==> src/rtl/boa_extmem_sram_target.sv <==
// Byte-wide SRAM target for the extmem 4-beat word-burst interface: word storage,
// per-burst write merging with atomic commit on beat 3, read forwarding and a protocol checker.
module boa_extmem_sram_target #(
   parameter int sram_alen = 8
) (
   input  logic                 clk,
   input  logic                 rst,
   input  logic                 xm_re,
   input  logic                 xm_we,
   input  logic [sram_alen-1:0] xm_addr,
   input  logic [7:0]           xm_wdata,
   output logic [7:0]           xm_rdata,
   output logic                 err_seq,
   output logic                 err_rw,
   output logic [15:0]          rd_count,
   output logic [15:0]          wr_count
);
   localparam int WAW   = sram_alen - 2;
   localparam int DEPTH = 1 << WAW;

   logic [31:0] mem [0:DEPTH-1];

   logic [WAW-1:0]  word;
   logic [1:0]      lane;
   logic [3:0][7:0] buf_q, buf_d;
   logic [3:0]      mask_q, mask_d;
   logic [WAW-1:0]  pend_q, pend_d;
   logic [1:0]      last_q, last_d;
   logic            err_seq_q, err_seq_d;
   logic            err_rw_q, err_rw_d;
   logic [15:0]     rd_cnt_q, rd_cnt_d;
   logic [15:0]     wr_cnt_q, wr_cnt_d;

   logic            violation;
   logic            commit;
   logic [3:0]      cur_mask;
   logic [3:0][7:0] cur_data;
   logic [31:0]     rd_word;

   assign word = xm_addr[sram_alen-1:2];
   assign lane = xm_addr[1:0];

   always_comb begin
      violation = (mask_q != 4'b0000) && ((word != pend_q) || (lane <= last_q));
      // A violation drops the old buffer; the current beat then starts afresh.
      cur_mask  = violation ? 4'b0000 : mask_q;
      cur_data  = buf_q;
      if (xm_we) begin
         cur_mask[lane] = 1'b1;
         cur_data[lane] = xm_wdata;
      end
      commit    = (lane == 2'd3) && (cur_mask != 4'b0000);

      mask_d    = mask_q;
      buf_d     = buf_q;
      pend_d    = pend_q;
      last_d    = last_q;
      err_seq_d = err_seq_q | violation;
      err_rw_d  = err_rw_q | (xm_re & xm_we);
      rd_cnt_d  = (xm_re && lane == 2'd3) ? rd_cnt_q + 16'd1 : rd_cnt_q;
      wr_cnt_d  = wr_cnt_q;

      if (commit) begin
         mask_d   = 4'b0000;
         pend_d   = word;
         last_d   = lane;
         wr_cnt_d = wr_cnt_q + 16'd1;
      end else if (xm_we) begin
         mask_d = cur_mask;
         buf_d  = cur_data;
         pend_d = word;
         last_d = lane;
      end else if (violation) begin
         mask_d = 4'b0000;
      end else if (mask_q != 4'b0000 && lane > last_q) begin
         last_d = lane;
      end
   end

   always_ff @(posedge clk) begin
      if (rst) begin
         mask_q    <= 4'b0000;
         pend_q    <= '0;
         last_q    <= 2'd0;
         err_seq_q <= 1'b0;
         err_rw_q  <= 1'b0;
         rd_cnt_q  <= 16'd0;
         wr_cnt_q  <= 16'd0;
      end else begin
         mask_q    <= mask_d;
         pend_q    <= pend_d;
         last_q    <= last_d;
         err_seq_q <= err_seq_d;
         err_rw_q  <= err_rw_d;
         rd_cnt_q  <= rd_cnt_d;
         wr_cnt_q  <= wr_cnt_d;
      end
      buf_q <= buf_d;
   end

   // Byte-masked commit; a burst interrupted by reset never reaches memory.
   always_ff @(posedge clk) begin
      if (!rst && commit) begin
         for (int i = 0; i < 4; i++) begin
            if (cur_mask[i]) mem[word][8*i +: 8] <= cur_data[i];
         end
      end
   end

   always_comb begin
      rd_word = mem[word];
      if (mask_q[lane] && pend_q == word) xm_rdata = buf_q[lane];
      else                                xm_rdata = rd_word[{lane, 3'b000} +: 8];
   end

   assign err_seq  = err_seq_q;
   assign err_rw   = err_rw_q;
   assign rd_count = rd_cnt_q;
   assign wr_count = wr_cnt_q;
endmodule
==> config.mk <==
export PLATFORM = sky130hd
export DESIGN_NAME = boa_extmem_sram_target
export DESIGN_NICKNAME = d
export VERILOG_FILES = /design/src/rtl/boa_extmem_sram_target.sv
export SDC_FILE = /design/constraint.sdc
export NUM_CORES = 2
export LEC_CHECK = 0
export ABC_AREA = 1
export BUFFER_PORTS_ARGS = -buffer_cell sky130_fd_sc_hd__buf_4
export CORE_MARGIN = 8
export CORE_UTILIZATION = 43
export DETAILED_ROUTE_END_ITERATION = 12
export PLACE_DENSITY = 0.61
export REMOVE_ABC_BUFFERS = 1
export SLEW_MARGIN = 20
export SYNTH_ARGS = -nofsm -noshare
export SYNTH_HDL_FRONTEND = slang
export SYNTH_SLANG_ARGS = --single-unit
==> constraint.sdc <==
create_clock -name clk -period 7.2 [get_ports clk]
set_clock_uncertainty 0.2 [all_clocks]
set_input_delay 2.16 -clock clk [delete_from_list [all_inputs] [get_ports clk]]
set_output_delay 2.16 -clock clk [all_outputs]
set_load 0.03 [all_outputs]
==> results.cfg <==
[route]
vias = 63900
dr.pass1.iters = 12
drtIter0Drc = 6870
drc_errors = 0
avgRoutedWirePerCell_um = 22.2
viasPerCell = 5.22
routed_wl_um = 271000
ant_nets = 0

[timing]
setup_viol = 0
rsz0062_at_grt = yes
fin_crit_ns = 7.15
timing.final.crit_share_pct = 99.4
relSlewSlack_pct = 16.4
timing.fmax_mhz = 140
timing.final.ws_setup_ns = 0.0451
worst_slew_pin_slew_ns = 1.24
final-hold-violation-count = 0
holdWs_ns = 0.267
report.final.slew_viol_count = 0

[synth]
ys_ff_latch = 2126
synth-compound-area-share_pct = 1.69
ys_warn_count = 0
syn_inst = 9069
synth.mux.area_fraction_pct = 0
synth.avg_cell_area_um2 = 9.97
yosys.area_share.adder_pct = 0.0553
seq_area_frac_synth_pct = 70.1
synth-simple-area-share_pct = 25.5
synth-xor-area-share_pct = 0.155
synth_cell_type_count = 30
synth_top_family_by_area = simple AND/OR/NAND/NOR gates
netlist_area_um2 = 90500

[grt]
track_usage_pct = 23.3
grt_max_degree = 92
first_global_vias = 60800
grt.overflow.total = 0
antenna_found_initial = 17
grt_pass1_wl_um = 394000

[min_path]
whs_path_depth = 1
hp-class = flip-flop to flip-flop
hp-start = rd_count[15]

[clock_tree]
htreeDepth = 4
cts_made_buffers = 214
clockRootBuffer = clkbuf_16
cts_tree = yes
cts.sinks = 2126
clkTransAtPathRegs_ns = 0.06
clock_latency_ns = 0.87
clockBufferDepth = 3

[placement]
place.gp.congestion = 0.892
dpl_worst_slack_ns = -0.333
dp.cells = 11800
dp_hpwl_um = 165000
numPortBuffers = 61

[finish]
fillCellCount = 18800
instances_no_fill = 12300
drive_above_1_share_pct = 8.75
num-nets-final = 9270
area_growth_pct = 15.1

[worst_setup_path]
cp.arrival_ns = 4.79
rr_worst_depth = 12
startpoint_type = input port
crit_start = xm_addr[2]
critPathRequiredTime_ns = 4.84
cp_max_fo = 20
r2r_start = last_q[1]
crit_type = input port to output port
cp-end-kind = output port

[run_status]
status = complete, no violations

[floorplanning]
die_w_um = 475
ioPinCount = 62
die_y_um = 475
initial_core_util_pct = 43.2
row_count = 168
coreArea_um2 = 209000
die_area_um2 = 225000

[pwr]
vdd_drop_max_v = 0.000280
p_per_area_nw_per_um2 = 257
p_leak_nw = 42.4

[flow_run]
cap_violations = 0
-- registers in the layout, indices dropped and copies added, names as in the netlist --
register and cells:
err_seq 1, buf_q 32, rd_count 16, mem 2048
last_q 2, pend_q 6, err_rw 1, mask_q 4
wr_count 16
-- path summary, 6_finish.rpt --
check | to | slack (ns)
hold reg to reg | rd_count[15] | 0.27
setup / recovery | xm_rdata[6] | 0.05
hold / removal | rd_count[15] | 0.27
setup reg to reg | mem[9][26] | 2.77
-- layout by cell type (no fill, tap or decap), types with 27 or more instances in the layout --
cell       count
clkbuf_16    227
o21ai_4       32
nand3_1       42
a21oi_1      166
buf_4        328
diode_2       28
clkinv_2      27
clkinv_1      50
nor2_1       348
inv_1         53
buf_12        76
clkbuf_1      56
nand2_1     5609
o21ai_0       72
edfxtp_1    2080
dfxtp_1       46
-- cells by family after synthesis --
kind of cell	count (synthesis)
AND/OR/NAND/NOR	6088
adder cells (fa/ha/maj)	4
buffers and inverters	539
AO/OA/AOI/OAI	296
flip-flops	2126
XOR/XNOR	16
-- layout make-up --
class | count | area, um^2 | area share, %
Sequential cell | 2126 | 63400 | 60.9
Multi-Input combinational cell | 6404 | 25300 | 24.3
Clock buffer | 272 | 5620 | 5.40
Timing Repair Buffer | 438 | 4750 | 4.56
Tap cell | 2805 | 3510 | 3.37
Clock inverter | 116 | 1130 | 1.09
Inverter | 61 | 275 | 0.265
Antenna cell | 28 | 70.1 | 0.0673
Timing Repair inverter | 1 | 11.3 | 0.0108
-- critical path, cell delays in order --
cell and delay, ns:
buf_12 0.15, buf_16 0.20, buf_16 0.18, buf_16 0.16, buf_12 0.16, nand2_1 0.06, nand2_1 0.06, nand2_1 0.07
nand2_1 0.11, nand2_1 0.06, nand2_1 0.13, nand2_1 0.08, nand2_1 0.12, nor2_1 0.07, nand2_2 0.10, nand2_2 0.13
nand3_1 0.12, nor2_1 0.04, buf_4 0.13, nor2_2 0.14, buf_4 0.14, buf_4 0.15
-- per-layer routing --
layer  wire, um  global-route usage (%)  vias to the layer above
met3      25000                    4.93                      558
met2     124000                    36.4                     2691
met1     110000                    31.2                    30800
met4      13200                    10.9                        6
li1           -                       -                    29900
met5         30                   0.661                        -
-- synth_stat cells, drive strengths merged --
master / number / area, um^2
buf: 164 / 902
a22oi: 9 / 67.6
a211oi: 8 / 60.1
edfxtp: 2080 / 62500
nor4: 4 / 25.0
o21ai: 110 / 551
dfxtp: 46 / 921
nor3b: 1 / 7.51
a21oi: 167 / 840
nor2: 370 / 1410
o21bai: 1 / 7.51
clkinv: 1 / 3.75
xnor2: 7 / 61.3
nand2: 5638 / 21200
nor3: 25 / 125
clkbuf: 314 / 1180
nand3: 42 / 210
ha: 4 / 50.1
o21a: 1 / 7.51
inv: 60 / 225
xor2: 9 / 78.8
nand4: 8 / 50.1
-- per-stage QoR --
| step | setup TNS (ns) | total power (W) | cell area, um^2 | util, % |
|---|---|---|---|---|
| 3_5_place_dp | -1.04 | 0.0161 | 96500 | 46.1 |
| 5_1_grt | -0.0507 | 0.0275 | 104000 | 49.7 |
| 3_3_place_gp | -1.35 | 0.0160 | 96500 | 46.1 |
| 6_report | 0 | 0.0268 | 104000 | 49.7 |
| 4_1_cts | -0.0704 | 0.0268 | 103000 | 49.4 |
| 2_1_floorplan | - | 0.0153 | 88400 | - |
-- what timing repair did --
action	CTS	global route
pin swaps	1	6
cloned	1	12
hold buffers	0	0
setup endpoints to repair	7	7
resized for setup	20	64
buffers inserted	3	10
-- power by group --
group / switching, W / internal, W
Sequential: 0.0000139 / 0.0138
Clock: 0.00476 / 0.00612
Combinational: 0.00154 / 0.000545
No activity file was read; power rests on OpenSTA's default activity.
